`src/rtl/result_buf_pkg.sv`:
```
// rtl/result_buf_pkg.sv - shared constants, types and width helper for result buffer controllers
package result_buf_pkg;

  localparam int RESULT_DEPTH_DEFAULT = 14;
  localparam int RESULT_AF_DEFAULT    = 12;

  typedef struct packed {
    logic wr;
    logic rd;
  } acc_t;

  // Address width for an n-entry buffer: max(1, clog2(n)), usable in constant context.
  function automatic int addr_width(input int n);
    int w;
    w = 0;
    while ((1 << w) < n) w++;
    return (w < 1) ? 1 : w;
  endfunction

endpackage

```
`src/rtl/result_buffer_ctrl_wrap_counter.sv`:
```
// rtl/result_buffer_ctrl_wrap_counter.sv - mod-MOD pointer counter with synchronous clear
module wrap_counter
  import result_buf_pkg::*;
#(
  parameter int MOD = RESULT_DEPTH_DEFAULT,
  localparam int W  = addr_width(MOD)
) (
  input  logic         clk,
  input  logic         reset,
  input  logic         clr,
  input  logic         en,
  output logic [W-1:0] value
);

  logic [W-1:0] value_q;
  logic [W-1:0] value_d;

  // Wrap at MOD-1 rather than at 2^W so non-power-of-two depths never leave the RAM range.
  always_comb begin
    value_d = value_q;
    if (clr) begin
      value_d = '0;
    end else if (en) begin
      value_d = (value_q == W'(MOD - 1)) ? '0 : value_q + 1'b1;
    end
  end

  always_ff @(posedge clk or posedge reset) begin
    if (reset) begin
      value_q <= '0;
    end else begin
      value_q <= value_d;
    end
  end

  assign value = value_q;

endmodule

```
`src/rtl/result_buffer_ctrl.sv`:
```
// rtl/result_buffer_ctrl.sv - result RAM pointer, occupancy and error-flag controller
module result_buffer_ctrl
  import result_buf_pkg::*;
#(
  parameter int DEPTH    = RESULT_DEPTH_DEFAULT,
  parameter int AF_LEVEL = RESULT_AF_DEFAULT,
  localparam int AW      = addr_width(DEPTH),
  localparam int CW      = $clog2(DEPTH + 1)
) (
  input  logic          clk,
  input  logic          reset,
  input  logic          write_en,
  input  logic          read_en,
  input  logic          flush,
  output logic [AW-1:0] in_address,
  output logic [AW-1:0] out_address,
  output logic [CW-1:0] count,
  output logic          full,
  output logic          empty,
  output logic          almost_full,
  output logic          overflow,
  output logic          underflow
);

  acc_t          acc;
  logic [CW-1:0] count_q, count_d;
  logic          full_q, full_d;
  logic          empty_q, empty_d;
  logic          af_q, af_d;
  logic          overflow_q, overflow_d;
  logic          underflow_q, underflow_d;

  // Acceptance looks only at registered flags, so a read never rescues a write into a full buffer.
  assign acc.wr = write_en & ~full_q;
  assign acc.rd = read_en & ~empty_q;

  wrap_counter #(.MOD(DEPTH)) u_wr_ptr (
    .clk   (clk),
    .reset (reset),
    .clr   (flush),
    .en    (acc.wr),
    .value (in_address)
  );

  wrap_counter #(.MOD(DEPTH)) u_rd_ptr (
    .clk   (clk),
    .reset (reset),
    .clr   (flush),
    .en    (acc.rd),
    .value (out_address)
  );

  always_comb begin
    count_d     = count_q;
    overflow_d  = overflow_q | (write_en & full_q);
    underflow_d = underflow_q | (read_en & empty_q);
    if (flush) begin
      count_d     = '0;
      overflow_d  = 1'b0;
      underflow_d = 1'b0;
    end else begin
      case ({acc.wr, acc.rd})
        2'b10:   count_d = count_q + CW'(1);
        2'b01:   count_d = count_q - CW'(1);
        default: count_d = count_q;
      endcase
    end
  end

  // Flags derive from the next count so they switch on the same edge as count itself.
  always_comb begin
    full_d  = (count_d == CW'(DEPTH));
    empty_d = (count_d == '0);
    af_d    = (count_d >= CW'(AF_LEVEL));
  end

  always_ff @(posedge clk or posedge reset) begin
    if (reset) begin
      count_q     <= '0;
      full_q      <= 1'b0;
      empty_q     <= 1'b1;
      af_q        <= 1'b0;
      overflow_q  <= 1'b0;
      underflow_q <= 1'b0;
    end else begin
      count_q     <= count_d;
      full_q      <= full_d;
      empty_q     <= empty_d;
      af_q        <= af_d;
      overflow_q  <= overflow_d;
      underflow_q <= underflow_d;
    end
  end

  assign count       = count_q;
  assign full        = full_q;
  assign empty       = empty_q;
  assign almost_full = af_q;
  assign overflow    = overflow_q;
  assign underflow   = underflow_q;

endmodule

```
`config.mk`:
```
export PLATFORM = sky130hd
export DESIGN_NAME = result_buffer_ctrl
export DESIGN_NICKNAME = d
export VERILOG_FILES = /design/src/rtl/result_buf_pkg.sv /design/src/rtl/result_buffer_ctrl_wrap_counter.sv /design/src/rtl/result_buffer_ctrl.sv
export SDC_FILE = /design/constraint.sdc
export NUM_CORES = 1
export LEC_CHECK = 0
export CAP_MARGIN = 20
export CORE_MARGIN = 4
export CORE_UTILIZATION = 51
export CTS_BUF_LIST = sky130_fd_sc_hd__clkbuf_2
export DETAILED_ROUTE_END_ITERATION = 12
export PLACE_DENSITY_LB_ADDON = 0.1
export SYNTH_ARGS = -nofsm -noshare
export SYNTH_HDL_FRONTEND = slang
export SYNTH_SLANG_ARGS = --single-unit
```
`constraint.sdc`:
```
create_clock -name clk -period 2.7 [get_ports clk]
set_clock_uncertainty 0.2 [all_clocks]
set_input_delay 0.405 -clock clk [delete_from_list [all_inputs] [get_ports clk]]
set_output_delay 0.405 -clock clk [all_outputs]
set_load 0.01 [all_outputs]
```
# == After elaboration in Yosys (flattened, before gate mapping) ==
# Index checks and enable logic that the tools add are counted.
# totals
ff_bits,17
latchBits,0
mem_bits_ro,0
in_bits,5
memories,0
ram_bits,0
# op_classes
mul,0
muxes,10
bitwise_logic,8
eq_ne,5
n_addsub,4
n_shift,0
n_reduce_logical,3
div,0
order_cmp,1
# ops
operator,count
4-bit two-way mux,7
4-bit by 1-bit adder with 4-bit output (second input constant),3
4-bit == test (second input constant),3
4-bit case mux with 2 select lines,1
1-bit bitwise AND,4
4-bit greater-or-equal comparator (second input constant),1
4-bit zero test,1
2-bit nonzero test,2
4-bit by 1-bit subtractor with 4-bit output (second input constant),1
2-bit by 1-bit == test with 1-bit output (second input constant),1
2-bit == test (second input constant),1
1-bit two-way mux,2
1-bit inverter,2
1-bit bitwise OR,2

# == Depth between registers and ports, before layout ==
# Gate-level depths: netlist (run 1).
# depth
word_depth,6
depth_mapped,10

# == Hierarchy ==
# From an unflattened synthesis (run 1), not the netlist that was laid out.
# hier_totals
hier_cells,109
hier_area_um2,1002.2
# by_module_without_submodules
mod,cells_per_inst,seq_area_each_um2,area_per_inst_um2,n_inst
result_buffer_ctrl,59,226.5,551.8,1
wrap_counter,25,100.1,225.2,2

# == Worst setup path before layout (run 1) ==
# OpenSTA, ideal clock, no wires.
# synth_timing
path_kind,reg2reg
from,register empty_q (netlist: empty)
to,register full_q (netlist: full)
slack_ns,0.299
period_less_slack_ns,2.401
arrival_ns,2.133
path_stages_with_launch,11
t_required_ns,2.432
setup_time_ns,0.068
path_cell_list,dfstp_2 nand2b_4 inv_4 nand2_1 xnor2_1 ha_1 a21oi_2 a21boi_4 or4_4 a21oi_4 and4b_1
# synth_via
elab_chain_cells,6
word_cells_on_any_way,7
classes_between,3 x eq/ne; 2 x mux; 2 x bitwise
# synth_lines
item,line_no,text
start: declaration,result_buffer_ctrl.sv:28,"logic empty_q, empty_d;"
start signal: assignment,result_buffer_ctrl.sv:88,empty_q <= empty_d;
1-bit inverter *,result_buffer_ctrl.sv:35,assign acc.rd = read_en & ~empty_q;
1-bit bitwise AND *,result_buffer_ctrl.sv:35,
2-bit by 1-bit == test with 1-bit output or 2-bit == test (tied branches),result_buffer_ctrl.sv:62,"case ({acc.wr, acc.rd})"
4-bit case mux with 2 select lines *,result_buffer_ctrl.sv:62,
4-bit two-way mux *,result_buffer_ctrl.sv:57,if (flush) begin
named net count_d[2],result_buffer_ctrl.sv:26,"logic [CW-1:0] count_q, count_d;"
4-bit == test *,result_buffer_ctrl.sv:72,full_d = (count_d == CW'(DEPTH));
named net full_d,result_buffer_ctrl.sv:27,"logic full_q, full_d;"
end signal: assignment,result_buffer_ctrl.sv:87,full_q <= full_d;
end: declaration,result_buffer_ctrl.sv:27,
# Mark *: on every way through the listed nets, which the timed path passes. The rest lies on a longest branch.
# A chain may end at the register's enable or synchronous reset.

# == Worst setup path in the final report (run 1) ==
# layout_timing
from,input write_en
to,register full_q (netlist: full)
# layout_via
elab_chain_cells,5
word_cells_on_any_way,6
classes_between,3 x eq/ne; 2 x mux; 1 x bitwise
# layout_lines
item,line_no,text
start: declaration,result_buffer_ctrl.sv:12,"input logic write_en,"
1-bit bitwise AND *,result_buffer_ctrl.sv:34,assign acc.wr = write_en & ~full_q;
2-bit by 1-bit == test with 1-bit output or 2-bit == test (tied branches),result_buffer_ctrl.sv:62,
4-bit case mux with 2 select lines *,result_buffer_ctrl.sv:62,
4-bit two-way mux *,result_buffer_ctrl.sv:57,
named net count_d[2],result_buffer_ctrl.sv:26,
4-bit == test *,result_buffer_ctrl.sv:72,
named net full_d,result_buffer_ctrl.sv:27,
# Marks and branches as above.

==> impl_metrics.py, run 1 <==
metrics = {
    "route": {
        "route.detailed.drc": 0,
        "route.vias.total": 798,
        "wl_per_cell_um": 13.5,
        "dr.pass1.iters": 4,
        "drtAntennaViolNets": 0,
        "drt_iter0_markers": 5,
        "via_per_inst": 5.22,
        "routed_wl_um": 2070,
    },
    "synthesis": {
        "synthTopCellsByArea": "dfrtp_1 (42%), ha_1 (7.8%), a21oi_1 (7.3%), nor2_1 (4.7%), nor3_1 (3.6%)",
        "yosysSeqAreaShare_pct": 44.4,
        "syn_inst": 98,
        "yosys.cell_types.count": 32,
        "synth_seq_cells": 17,
        "ys.warnings.count": 0,
        "synth-edff-count": 0,
        "yosysTopAreaCellShare_pct": 41.7,
        "synthArstFlopShare_pct": 100,
        "yosys_most_used_dff": "dfrtp_1",
        "yosysTopAreaCell": "dfrtp_1",
        "synth_nets": 109,
        "syn_area_um2": 961,
        "synth.avg_cell_area_um2": 9.81,
    },
    "floorplanning": {
        "fp-row-count": 15,
        "core_mm2": 0.00176,
        "dieArea_mm2": 0.00264,
        "io_pins": 22,
        "die_w_um": 51.4,
        "die_h_um": 51.4,
        "start_util_pct": 54.5,
    },
    "placement": {
        "gp_congestion": 0.705,
        "dp_hpwl_um": 1560,
        "io_buffers": 21,
        "post-place-cells": 149,
    },
    "power": {
        "p_leak_nw": 0.573,
        "powerDensity_mw_per_mm2": 626,
        "power_mw": 0.792,
        "worst_ir_drop_vdd_v": 0.000426,
    },
    "setup_path": {
        "crit_type": "input pin to flop",
        "r2r.worst_path.cells": 10,
        "startpoint": "write_en",
        "slowest_delay_ps": 490,
        "crit_path_end_kind": "flop",
        "slowest_stage": "or4_4",
        "arrival_ps": 2590,
        "cp-endpoint": "full",
        "ff2ff_setup_slack_ps": 250,
        "path_cells": "clkdlybuf4s50_1 > nor2b_4 > inv_4 > nand2_1 > xnor2_1 > ha_1 > a21oi_2 > a21boi_4 > or4_4 > a21oi_4 > and4b_1",
        "cp_max_fo": 4,
        "r2r_start": "empty",
        "r2r-end": "full",
        "start_kind": "input pin",
        "cp.required_ps": 2760,
    },
    "timing": {
        "fin_crit_ps": 2530,
        "rsz0062_at_grt": "no",
        "tightest_slew_ps": 677,
        "setup_viol": 0,
        "max_slew_margin_pct": 54.8,
        "fmax_ghz": 0.395,
        "holdWs_ps": 275,
        "post-route-period-util_pct": 93.8,
        "drv_slew": 0,
        "hold_viol": 0,
    },
    "hold_path": {
        "hold_class": "input pin to asynchronous set/reset pin",
    },
    "final_layout": {
        "nNetsFinal": 140,
        "utilization_pct": 71.6,
        "diodes": 0,
        "layout-drive-gt1-share_pct": 17.2,
        "fin_cells": 153,
        "area_growth_pct": 31.5,
    },
    "run": {
        "maxCapViolCount": 0,
    },
    "clock_network": {
        "ctsHoldBuffers": 0,
        "root_buffer": "clkbuf_2",
        "cts_resized": 0,
        "cts_max_path_buffers": 2,
        "htree_levels": 1,
        "clock_sinks": 17,
        "cts_tree": "yes",
        "clkTransAtPathRegs_ps": 180,
        "cts_buffers": 3,
        "clock_latency_ps": 300,
        "postCtsSetupBuffers": 0,
    },
    "global_route": {
        "globalRouteOverflowTotal": 0,
        "antenna_found_initial": 0,
        "grt_max_degree": 18,
        "grt_pass1_wl_um": 3480,
        "track_usage_pct": 17.6,
        "first_global_vias": 804,
    },
    "run_status": {
        "outcome": "complete, no violations",
    },
}
==> cell usage after synthesis (3+ instances only) <==
| library cell | n |
|---|---|
| dfrtp_1 | 16 |
| o21ai_0 | 4 |
| nor3_1 | 7 |
| ha_1 | 6 |
| and3_1 | 3 |
| inv_1 | 4 |
| a21oi_1 | 14 |
| nor2_1 | 12 |
| nor3b_1 | 3 |
| nand2_1 | 4 |
==> per-layer routing <==
layer | share of wire, % | global-route usage [%]
met1 | 45 | 21.0
met2 | 52 | 32.2
met3 | 2.5 | 1.75
met4 | 0.72 | 6.55
met5 | 0 | 0
==> placed cells by master (no fill, tap or decap), types with 2 or more instances in the layout <==
master / n
a21oi_1: 14
and3_1: 3
buf_4: 8
clkbuf_2: 4
clkdlybuf4s50_1: 21
dfrtp_1: 16
ha_1: 6
inv_1: 4
inv_4: 2
nand2_1: 4
nor2_1: 12
nor3_1: 7
nor3b_1: 3
o211ai_1: 2
o21ai_0: 4
==> registers in the layout, summed over array words and instances, names as in the netlist <==
register	flops
count	4
full	1
u_wr_ptr.value	4
u_rd_ptr.value	4
almost_full	1
empty	1
underflow	1
overflow	1
==> power by group <==
part / switching, mW / total, mW / internal (mW)
Sequential: 0.0523 / 0.345 / 0.293
Combinational: 0.146 / 0.326 / 0.180
Clock: 0.0819 / 0.121 / 0.0392
==> worst min-delay path by stage <==
stage | from | endpoint | slack (ps)
finish | reset | count[2] | 280
floorplan | reset | almost_full | 130
detailed placement | overflow | overflow | 290
global placement | overflow | overflow | 280
global route | reset | u_rd_ptr.value[3] | 310
CTS | reset | underflow | 310
==> area by class of cell <==
class,instances,area (µm²)
repair buffers,29,270
inverters,6,27.5
well taps,25,31.3
flip-flops and latches,17,427
fillers,153,500
multi-input cells,72,488
clock buffers,4,20.0
==> cell families (layout without fill, tap and decap cells) <==
logic type	Yosys count	count (layout)	synth area share [%]
and+or+nand+nor	37	37	22.0
xor gates and xnor gates	2	2	1.82
DFF	17	17	44.4
adders and majority gates	6	6	7.81
muxes	2	2	2.21
buffers and inverters	9	39	4.82
AOI/OAI and AO/OA	25	25	16.9
==> per-stage QoR <==
stage          cell area [µm²]  setup TNS, ps  setup WS (ps)
2_1_floorplan              961              0            299
3_3_place_gp              1240          -78.8          -62.0
3_5_place_dp              1240           -322           -163
4_1_cts                   1260              0            145
5_1_grt                   1260              0           95.6
6_report                  1260              0            167
==> critical path, delay by kind of cell <==
| family | cells | cell delay, ps |
|---|---|---|
| AND/OR/NAND/NOR | 4 | 970 |
| buffers and inverters | 2 | 520 |
| AO/OA/AOI/OAI | 3 | 380 |
| adder cells (fa/ha/maj) | 1 | 180 |
| XOR/XNOR | 1 | 130 |
Note: power is estimated with default switching activity, not from simulation.
==> run 2, diff against run 1 <==
Settings changed: CORE_UTILIZATION 51 to 50.
==> run 2 against run 1 <==
Against the previous run:
- power increased by 0.20%
- die area grew 1.7%
- via count grew 4.1%
- critical endpoint unchanged
- core utilization shrank 0.33 points
- first-iteration DRC count grew to 2.6 times the previous value
- register-to-register slack worse by 50 ps
==> impl_metrics.py, run 2 (same netlist as run 1, synthesis figures left out) <==
metrics = {
    "clock_network": {
        "clock_sinks": 17,
        "cts_max_path_buffers": 2,
        "clkTransAtPathRegs_ps": 160,
        "cts_tree": "yes",
        "ctsHoldBuffers": 0,
        "htree_levels": 1,
        "root_buffer": "clkbuf_2",
        "postCtsSetupBuffers": 0,
        "cts_resized": 0,
        "clock_latency_ps": 300,
        "cts_buffers": 3,
    },
    "setup_path": {
        "crit_type": "input pin to flop",
        "r2r.worst_path.cells": 10,
        "r2r_start": "empty",
        "cp.required_ps": 2760,
        "cp_max_fo": 4,
        "start_kind": "input pin",
        "path_cells": "clkdlybuf4s50_1 > nor2b_4 > inv_4 > nand2_1 > xnor2_1 > ha_1 > a21oi_2 > a21boi_4 > or4_4 > a21oi_4 > and4b_1",
        "slowest_stage": "or4_4",
        "crit_path_end_kind": "flop",
        "ff2ff_setup_slack_ps": 200,
        "r2r-end": "full",
        "arrival_ps": 2600,
        "slowest_delay_ps": 490,
    },
    "timing": {
        "drv_slew": 0,
        "setup_viol": 0,
        "rsz0062_at_grt": "no",
        "max_slew_margin_pct": 55.4,
        "fmax_ghz": 0.394,
        "post-route-period-util_pct": 94.1,
        "hold_viol": 0,
        "setup_ws_ps": 160,
        "fin_crit_ps": 2540,
        "tns_ps": 0,
        "tightest_slew_ps": 668,
        "holdWs_ps": 266,
    },
    "placement": {
        "dp_hpwl_um": 1540,
        "gp_congestion": 0.767,
        "post-place-cells": 150,
        "pre_cts_ws_ps": -168,
        "io_buffers": 21,
    },
    "route": {
        "drt_iter0_markers": 13,
        "via_per_inst": 5.40,
        "routed_wl_um": 2040,
        "wl_per_cell_um": 13.3,
        "route.vias.total": 831,
        "route.detailed.drc": 0,
        "dr.pass1.iters": 4,
        "drtAntennaViolNets": 0,
    },
    "power": {
        "power_mw": 0.793,
        "p_leak_nw": 0.579,
        "switching_power_mw": 0.282,
        "pwr-share-comb_pct": 41.2,
        "worst_ir_drop_vdd_v": 0.000475,
        "seq_power_share_pct": 43.7,
        "p_clk_share_pct": 15.1,
        "swShare_pct": 35.5,
        "intPower_mw": 0.511,
        "powerDensity_mw_per_mm2": 624,
    },
    "final_layout": {
        "layout-drive-gt1-share_pct": 17.8,
        "diodes": 0,
        "nNetsFinal": 141,
        "fin_cells": 154,
        "final_common_cell": "clkdlybuf4s50_1",
        "final_cell_mix": "clkdlybuf4s50_1 (21), dfrtp_1 (16), a21oi_1 (14)",
        "area_growth_pct": 32.3,
        "fillCellCount": 135,
    },
    "hold_path": {
        "hold_class": "input pin to asynchronous set/reset pin",
    },
    "floorplanning": {
        "core_mm2": 0.00178,
        "dieArea_mm2": 0.00269,
        "fp-row-count": 15,
        "start_util_pct": 53.9,
        "io_pins": 22,
        "die_h_um": 51.8,
        "die_w_um": 51.8,
    },
    "run": {
        "maxCapViolCount": 0,
    },
    "global_route": {
        "grt_pass1_wl_um": 3550,
        "globalRouteOverflowTotal": 0,
        "first_global_vias": 817,
        "antenna_found_initial": 0,
        "grt_max_degree": 18,
        "track_usage_pct": 17.9,
    },
    "run_status": {
        "outcome": "complete, no violations",
    },
}
[run 2: layout make-up]
class | instances | area, µm² | share of cell area [%]
sequential | 17 | 427 | 33.6
clock buffer | 4 | 20.0 | 1.57
tap | 25 | 31.3 | 2.46
multi-input combinational | 72 | 488 | 38.4
inverter | 6 | 27.5 | 2.17
timing repair buffer | 30 | 278 | 21.9
[run 2: per-layer routing]
layer  vias up  wire length, µm  global-route usage, %
met2        19             1010                   30.1
met3         5               85                   4.01
li1        406                -                      -
met4         0               38                   9.17
met5         -                0                      0
met1       401              911                   20.9
[run 2: how the worst max path moves through the flow]
stage                      end  slack, ps  startpoint
after global routing      full         60    write_en
final                     full        160    write_en
after CTS                 full        150    write_en
after global placement    full        -60    write_en
after floorplan           full        300       empty
after detailed placement  full       -170    write_en
[run 2: stage by stage]
stage | instance area, µm² | util, %
after floorplan | 961 | -
after global placement | 1250 | 70.2
after detailed placement | 1250 | 70.2
after CTS | 1270 | 71.3
after global routing | 1270 | 71.3
final | 1270 | 71.3
[run 2: power by group through the flow]
stage / Clock [mW] / Combinational (mW) / Sequential [mW]
final: 0.120 / 0.327 / 0.346
after global routing: 0.137 / 0.361 / 0.353
after CTS: 0.123 / 0.329 / 0.346
after detailed placement: 0 / 0.327 / 0.351
after global placement: 0 / 0.321 / 0.348
after floorplan: 0 / 0.193 / 0.347
[run 2: critical path: cells and delay by family]
kind,cells,cell delay (ps)
AOI/OAI and AO/OA,3,380
buffers and inverters,2,520
xor gates and xnor gates,1,130
and+or+nand+nor,4,970
adders and majority gates,1,190
==> run 3, diff against run 2 <==
Settings changed: ABC_AREA from default to 0.
==> results of run 3 <==
No change in the layout: final DEF, timing and power equal those of run 2.
